$ cat src/rtl/alu_pkg.sv
// Shared opcodes, error constant and scheduler state encoding for the accelerator scheduler.
package alu_pkg;

  localparam int unsigned DataWidth = 19;

  localparam logic [4:0]           OP_FFT     = 5'd24;
  localparam logic [4:0]           OP_ENC     = 5'd25;
  localparam logic [4:0]           OP_DEC     = 5'd26;
  localparam logic [DataWidth-1:0] ERR_RESULT = 19'h7FFFF;

  typedef enum logic [1:0] {
    StIdle    = 2'd0,
    StFftWait = 2'd1,
    StCryWait = 2'd2,
    StResp    = 2'd3
  } sched_state_e;

  function automatic logic is_crypto_op(logic [4:0] op);
    return (op == OP_ENC) || (op == OP_DEC);
  endfunction

endpackage

$ cat src/rtl/accel_timeout_timer.sv
// Wait-cycle counter for the scheduler; expired flags the last permitted wait cycle.
module accel_timeout_timer #(
  parameter int unsigned Limit = 1024
) (
  input  logic clk,
  input  logic rst,
  input  logic clear,
  input  logic enable,
  output logic expired
);

  localparam logic [15:0] LastCount = 16'(Limit - 1);

  logic [15:0] count_q, count_d;

  always_comb begin
    count_d = count_q;
    if (clear) begin
      count_d = '0;
    end else if (enable) begin
      count_d = count_q + 16'd1;
    end
  end

  always_ff @(posedge clk or posedge rst) begin
    if (rst) begin
      count_q <= '0;
    end else begin
      count_q <= count_d;
    end
  end

  assign expired = enable && (count_q == LastCount);

endmodule

$ cat src/rtl/accel_scheduler.sv
// Dispatches FFT/crypto commands to the accelerators and returns one response per command.
// Optional wait timeout is enabled by defining ACCEL_TIMEOUT_EN.
module accel_scheduler
  import alu_pkg::*;
#(
  parameter int unsigned TIMEOUT_CYCLES = 1024
) (
  input  logic                 clk,
  input  logic                 rst,
  input  logic                 issue_valid,
  output logic                 issue_ready,
  input  logic [4:0]           issue_opcode,
  input  logic [DataWidth-1:0] issue_operand_a,
  input  logic [DataWidth-1:0] issue_operand_b,
  output logic [DataWidth-1:0] accel_operand_a,
  output logic [DataWidth-1:0] accel_operand_b,
  output logic                 fft_start,
  input  logic                 fft_done,
  input  logic [DataWidth-1:0] fft_result,
  output logic                 crypto_start,
  output logic                 crypto_mode,
  input  logic                 crypto_done,
  input  logic [DataWidth-1:0] crypto_result,
  output logic                 resp_valid,
  input  logic                 resp_ready,
  output logic [DataWidth-1:0] resp_result,
  output logic                 resp_err,
  output logic                 resp_zero,
  output logic                 stall
);

  sched_state_e         state_q, state_d;
  logic [DataWidth-1:0] op_a_q, op_a_d, op_b_q, op_b_d;
  logic [DataWidth-1:0] result_q, result_d;
  logic                 err_q, err_d, zero_q, zero_d;
  logic                 mode_q, mode_d;
  logic                 fft_start_q, fft_start_d, crypto_start_q, crypto_start_d;
  logic                 accept, in_wait, timeout;

  assign accept  = issue_valid && (state_q == StIdle);
  assign in_wait = (state_q == StFftWait) || (state_q == StCryWait);

`ifdef ACCEL_TIMEOUT_EN
  accel_timeout_timer #(
    .Limit (TIMEOUT_CYCLES)
  ) u_timer (
    .clk     (clk),
    .rst     (rst),
    .clear   (accept),
    .enable  (in_wait),
    .expired (timeout)
  );
`else
  logic unused_timeout_cfg;
  assign unused_timeout_cfg = ^TIMEOUT_CYCLES;
  assign timeout = 1'b0;
`endif

  always_comb begin
    state_d        = state_q;
    op_a_d         = op_a_q;
    op_b_d         = op_b_q;
    mode_d         = mode_q;
    result_d       = result_q;
    err_d          = err_q;
    zero_d         = zero_q;
    fft_start_d    = 1'b0;
    crypto_start_d = 1'b0;

    unique case (state_q)
      StIdle: begin
        if (accept) begin
          op_a_d = issue_operand_a;
          op_b_d = issue_operand_b;
          mode_d = issue_opcode[1];
          if (issue_opcode == OP_FFT) begin
            state_d     = StFftWait;
            fft_start_d = 1'b1;
          end else if (is_crypto_op(issue_opcode)) begin
            state_d        = StCryWait;
            crypto_start_d = 1'b1;
          end else begin
            state_d  = StResp;
            result_d = ERR_RESULT;
            err_d    = 1'b1;
            zero_d   = 1'b0;
          end
        end
      end
      StFftWait: begin
        // A done in the expiry cycle takes priority over the timeout.
        if (fft_done) begin
          state_d  = StResp;
          result_d = fft_result;
          err_d    = 1'b0;
          zero_d   = (fft_result == '0);
        end else if (timeout) begin
          state_d  = StResp;
          result_d = ERR_RESULT;
          err_d    = 1'b1;
          zero_d   = 1'b0;
        end
      end
      StCryWait: begin
        if (crypto_done) begin
          state_d  = StResp;
          result_d = crypto_result;
          err_d    = 1'b0;
          zero_d   = (crypto_result == '0);
        end else if (timeout) begin
          state_d  = StResp;
          result_d = ERR_RESULT;
          err_d    = 1'b1;
          zero_d   = 1'b0;
        end
      end
      StResp: begin
        if (resp_ready) begin
          state_d = StIdle;
        end
      end
      default: state_d = StIdle;
    endcase
  end

  always_ff @(posedge clk or posedge rst) begin
    if (rst) begin
      state_q        <= StIdle;
      op_a_q         <= '0;
      op_b_q         <= '0;
      mode_q         <= 1'b0;
      result_q       <= '0;
      err_q          <= 1'b0;
      zero_q         <= 1'b0;
      fft_start_q    <= 1'b0;
      crypto_start_q <= 1'b0;
    end else begin
      state_q        <= state_d;
      op_a_q         <= op_a_d;
      op_b_q         <= op_b_d;
      mode_q         <= mode_d;
      result_q       <= result_d;
      err_q          <= err_d;
      zero_q         <= zero_d;
      fft_start_q    <= fft_start_d;
      crypto_start_q <= crypto_start_d;
    end
  end

  assign issue_ready     = (state_q == StIdle);
  assign stall           = (state_q != StIdle);
  assign resp_valid      = (state_q == StResp);
  assign accel_operand_a = op_a_q;
  assign accel_operand_b = op_b_q;
  assign crypto_mode     = mode_q;
  assign fft_start       = fft_start_q;
  assign crypto_start    = crypto_start_q;
  assign resp_result     = result_q;
  assign resp_err        = err_q;
  // Zero flag is captured with the payload so it reads 0 out of reset.
  assign resp_zero       = zero_q;

endmodule

$ cat config.mk
export PLATFORM = sky130hd
export DESIGN_NAME = accel_scheduler
export DESIGN_NICKNAME = d
export VERILOG_FILES = /design/src/rtl/alu_pkg.sv /design/src/rtl/accel_timeout_timer.sv /design/src/rtl/accel_scheduler.sv
export SDC_FILE = /design/constraint.sdc
export NUM_CORES = 1
export LEC_CHECK = 0
export CORE_ASPECT_RATIO = 1.4
export CORE_MARGIN = 5
export CORE_UTILIZATION = 35
export CTS_BUF_LIST = sky130_fd_sc_hd__clkbuf_4
export DETAILED_ROUTE_END_ITERATION = 16
export PLACE_DENSITY = 0.75
export SLEW_MARGIN = 20
export SYNTH_ARGS = -nofsm -noshare
export SYNTH_HDL_FRONTEND = slang
export SYNTH_SLANG_ARGS = --single-unit
$ cat constraint.sdc
create_clock -name clk -period 3.5 [get_ports clk]
set_clock_uncertainty 0.1 [all_clocks]
set_input_delay 1.05 -clock clk [delete_from_list [all_inputs] [get_ports clk]]
set_output_delay 1.05 -clock clk [all_outputs]
set_load 0.02 [all_outputs]
==> reports/metrics.cfg, run 1 <==
[outcome]
status=finished clean

[sta]
setup_viol=0
tns_ns=0
max-slew-margin-rel_pct=35.3
drv_slew=0
worst_slew_pin_slew_ns=0.967
fin_ws_ns=0.403
rsz0062_at_grt=false
fmax_mhz=323
fin_crit_sh_pct=88.5
fin_crit_ns=3.10
hold_viol_final=0

[synth]
synthArstFlopShare_pct=100
synth.avg_cell_area_um2=13.4
synth_area_leaders=dfrtp_1 54%, mux2_2 16%, mux2_4 9.2%
synthMostInstantiatedCell=dfrtp_1
synthTopCellsByCount=64 x dfrtp_1, 42 x mux2_2, 23 x nand2_1
synth_edf_count=0
synth_area_mm2=0.00294
yosysSeqAreaShare_pct=54.5
netlist_instances=220
synth_top_cell_area_share_pct=54.5
synthFlopType=dfrtp_1
syn_nets=312
synth_seq_cells=64
yosys.area.top_type=dfrtp_1
ys_warn_count=0
synthDistinctLibCells=29

[run]
maxCapViolCount=0

[clock_tree]
root_buffer=clkbuf_4
cts_sinks=64
cts.repair.resized=0
numCtsBuffers=9
cts_hold_buf=0
cts_tree=yes
postCtsSetupBuffers=0
clkTransAtPathRegs_ns=0.10
clockBufferDepth=2
clock_latency_ns=0.39
htreeDepth=3

[global_route]
grt_use_total_pct=16.1
grt_antenna_before_repair=1
grt_pass1_wl_mm=12.8
grt_pass1_vias=2529
overflow=0
grt_max_degree=42

[power]
ir_worst_vdd_mv=0.728
p_leak_nw=1.96
power.density_mw_per_mm2=958

[route]
via_per_inst=4.92
drtAntennaViolNets=0
firstDrtPassIters=4
wl_mm=8.26
drcViolationCount=0
vias=2357
wl_per_cell_um=17.2
drt-initial-drc-count=74

[worst_hold_path]
hp-class=register to register

[floorplan]
start_util_pct=35.9
ios=152
die_y_um=118
core_area_mm2=0.00820
fp-row-count=39
die_w_um=87.4
dieArea_mm2=0.0104

[worst_setup_path]
worstSetupPathType=register to output port
r2r-start=state_q[1]
crit_path_start=state_q[0]
cp-endpoint=stall
arrival_ns=1.95
reg2reg_to=resp_result[18]
cp-start-kind=register
cp.required_ns=2.35
path_max_fanout=6
r2r_cells=6
r2r_slack_ns=0.92
crit_path_end_kind=output port

[place]
pre_cts_ws_ns=0.468
port_buffers=151
gp_congestion=0.867
dp_hpwl_mm=6.44

[finish]
area_delta_synth_final_pct=59.0
layout-drive-gt1-share_pct=21.5
final_util_pct=57.0
final_net_count=463

area by class of cell:
| type | instances | area [um^2] |
|---|---|---|
| fillers | 682 | 3520 |
| clock buffers | 10 | 75.1 |
| inverters | 7 | 27.5 |
| diodes | 1 | 2.50 |
| flip-flops and latches | 64 | 1600 |
| multi-input cells | 137 | 1250 |
| repair buffers | 152 | 1530 |
| clock inverters | 6 | 60.1 |
| well taps | 102 | 128 |
worst min path at each step:
stage                                   start                   to  cells past startpoint
final                     accel_operand_a[17]  accel_operand_a[17]                      1
after global routing       accel_operand_a[8]   accel_operand_a[8]                      1
after CTS                         crypto_mode          crypto_mode                      1
after detailed placement          crypto_mode          crypto_mode                      1
after global placement    accel_operand_a[16]  accel_operand_a[16]                      1
after floorplan                    state_q[1]           state_q[1]                      1
cell usage in the layout (no fill, tap or decap), drive strengths merged:
cell type / instances
or3: 1
xor2: 1
clkinv: 5
buf: 1
nor3: 1
clkbuf: 10
a31oi: 1
o221ai: 1
nor2: 2
nand2: 23
mux2i: 1
mux2: 60
a211oi: 1
a22o: 1
a21oi: 2
diode: 1
and3b: 1
nand2b: 1
nand3b: 1
nand3: 2
bufinv: 1
clkdlybuf4s50: 151
ha: 5
dfrtp: 64
inv: 6
nor4b: 3
clkinvlp: 1
o22ai: 1
a22oi: 19
nor4: 9
worst max-delay path, stage by stage, from the launching register on:
cell,delay (ns)
dfrtp_1,0.46
inv_1,0.11
ha_1,0.31
clkinv_2,0.12
clkdlybuf4s50_1,0.56
through the flow:
stage	area, um^2	cells	power [mW]	hold WS (ns)
2_1_floorplan	2940	220	2.98	0.459
3_3_place_gp	4540	462	3.96	0.386
3_5_place_dp	4540	462	4.04	0.392
4_1_cts	4670	478	4.54	0.416
5_1_grt	4670	479	4.76	0.428
6_report	4670	479	4.48	0.413
state kept, by name (all words and copies together) (netlist names):
signal,count
accel_operand_a,19
accel_operand_b,19
crypto_mode,1
crypto_start,1
fft_start,1
resp_err,1
resp_result,19
resp_zero,1
state_q,2
report_power, final:
part	internal [mW]	total (mW)	switching, mW	leakage [nW]
clock	0.222	0.489	0.267	0.0738
sequential	1.11	1.30	0.188	0.750
combinational	1.45	2.69	1.24	1.14
cells by family (layout without fill, tap and decap cells):
group | count (synthesis) | count (layout) | share of synthesized area, %
flops | 64 | 64 | 54.5
simple gates | 44 | 44 | 7.66
fa+ha+maj | 5 | 5 | 2.13
other cells | 0 | 1 | 0
compound gates | 26 | 26 | 6.68
buf+inv | 19 | 175 | 3.11
xor+xnor | 1 | 1 | 0.298
mux | 61 | 61 | 25.6
layer usage:
metal | part of all wire, % | up-vias | track usage (%)
met5 | 0 | - | 0
met4 | 4.1 | 0 | 9.12
met3 | 5.2 | 25 | 3.48
met2 | 55 | 81 | 28.3
met1 | 36 | 1148 | 17.3
li1 | - | 1103 | -
No activity file was read; power rests on OpenSTA's default activity.
==> run 2, diff against run 1 <==
- CAP_MARGIN: default -> 0
==> results of run 2 <==
The final DEF is identical to that of run 1; final timing and power are the same.
==> run 3, diff against run 2 <==
- clock period: 3.5 -> 3.8 ns (I/O delays scaled with it)
==> reports/metrics.cfg, run 3 (synthesized netlist as in run 1, its figures left out) <==
[outcome]
status=finished clean  ; unchanged

[floorplan]
ios=152  ; unchanged
core_area_mm2=0.00820  ; unchanged
die_y_um=118  ; unchanged
die_w_um=87.4  ; unchanged
dieArea_mm2=0.0104  ; unchanged
start_util_pct=35.9  ; unchanged
fp-row-count=39  ; unchanged

[finish]
final_cell_mix=151 x clkdlybuf4s50_1, 64 x dfrtp_1, 42 x mux2_2  ; unchanged
final_net_count=465  ; was 463
layout_commonest_cell=clkdlybuf4s50_1  ; unchanged
layout-drive-gt1-share_pct=21.8  ; was 21.5%
stdcell_count=480  ; was 479
area_delta_synth_final_pct=59.2  ; was 59.0%

[sta]
rsz0062_at_grt=false  ; unchanged
worst_slew_pin_slew_ns=0.761  ; was 0.967 ns
tns_ns=0  ; unchanged
drv_slew=0  ; unchanged
fin_crit_ns=3.18
fmax_mhz=315
fin_crit_sh_pct=83.6
hold_ws_ns=0.412  ; was 0.413 ns
hold_viol_final=0  ; unchanged
max-slew-margin-rel_pct=49.3  ; was 35.3%
setup_viol=0  ; unchanged

[global_route]
overflow=0  ; unchanged
grt_use_total_pct=16.5  ; was 16.1%
grt_pass1_vias=2665  ; was 2529
grt_antenna_before_repair=1  ; unchanged
grt_max_degree=37  ; was 42
grt_pass1_wl_mm=13.2  ; was 12.8 mm

[clock_tree]
numCtsBuffers=9  ; unchanged
cts.repair.resized=0  ; unchanged
cts_sinks=64  ; unchanged
clock_latency_ns=0.39  ; about the same
clockBufferDepth=2  ; unchanged
postCtsSetupBuffers=0  ; unchanged
htreeDepth=3  ; unchanged
cts_hold_buf=0  ; unchanged
root_buffer=clkbuf_4  ; unchanged
clkTransAtPathRegs_ns=0.10  ; about the same
cts_tree=yes  ; unchanged

[worst_setup_path]
cp.required_ns=2.56  ; was 2.35 ns
cp-start-kind=register  ; unchanged
crit_chain=inv_1 -> ha_1 -> clkinv_2 -> clkdlybuf4s50_1  ; unchanged
cpPeakStageDelay_ns=0.56  ; about the same
crit_family=buffers and inverters  ; unchanged
slowest_stage=clkdlybuf4s50_1  ; unchanged
critPathBufInv=3  ; unchanged
path_max_fanout=6  ; unchanged
worstSetupPathType=register to output port  ; unchanged
crit_path_end_kind=output port  ; unchanged
arrival_ns=1.94  ; was 1.95 ns

[route]
firstDrtPassIters=4  ; unchanged
wl_per_cell_um=17.6  ; was 17.2 um
vias=2372  ; was 2357
via_per_inst=4.94  ; was 4.92
drt-initial-drc-count=96  ; was 74
drtAntennaViolNets=0  ; unchanged
wl_mm=8.46  ; was 8.26 mm
drcViolationCount=0  ; unchanged

[power]
p_leak_nw=1.97  ; was 1.96 nW
power.density_mw_per_mm2=881  ; was 958 mW/mm^2
ir_worst_vdd_mv=0.723  ; was 0.728 mV

[place]
dp.cells=464  ; was 462
dp_hpwl_mm=6.71  ; was 6.44 mm
gp_congestion=0.846  ; was 0.867
port_buffers=151  ; unchanged

[worst_hold_path]
hp-class=register to register  ; unchanged

[run]
maxCapViolCount=0  ; unchanged

-- run 3: per-layer routing --
metal | routed length [um] | GRT usage, %
met3 | 398 | 2.71
met1 | 2970 | 17.0
met2 | 4780 | 30.3
met5 | 0 | 0
met4 | 319 | 9.40
-- run 3: path summary, 6_finish.rpt --
path	from	endpoint	slack [ns]	cells past startpoint
worst min register to register	accel_operand_b[5]	accel_operand_b[5]	0.41	1
worst min-delay path	accel_operand_b[5]	accel_operand_b[5]	0.41	1
worst max register to register	state_q[1]	resp_result[18]	1.22	6
min in group asynchronous	rst	accel_operand_b[0]	1.05	2
max in group asynchronous	rst	accel_operand_b[3]	1.94	3
worst max-delay path	state_q[0]	stall	0.62	4
-- run 3: where the power goes --
group | switching (mW) | internal (mW)
Combinational | 1.15 | 1.34
Sequential | 0.176 | 1.02
Clock | 0.232 | 0.199
-- run 3: final cells by class --
| class | instances | area, um^2 |
|---|---|---|
| Sequential cell | 64 | 1600 |
| Inverter | 7 | 27.5 |
| Timing Repair Buffer | 154 | 1550 |
| Multi-Input combinational cell | 137 | 1250 |
| Fill cell | 715 | 3520 |
| Clock inverter | 5 | 48.8 |
| Clock buffer | 10 | 75.1 |
| Antenna cell | 1 | 2.50 |
| Tap cell | 102 | 128 |
-- run 3: metrics by stage --
| step | util [%] | setup slack, ns | total power [mW] | cell area, um^2 |
|---|---|---|---|---|
| after global routing | 57.1 | 0.516 | 4.37 | 4680 |
| after detailed placement | 55.5 | 0.679 | 3.74 | 4550 |
| after floorplan | - | 0.962 | 2.74 | 2940 |
| after global placement | 55.5 | 0.734 | 3.66 | 4550 |
| final | 57.1 | 0.624 | 4.12 | 4680 |
| after CTS | 57.0 | 0.588 | 4.18 | 4680 |
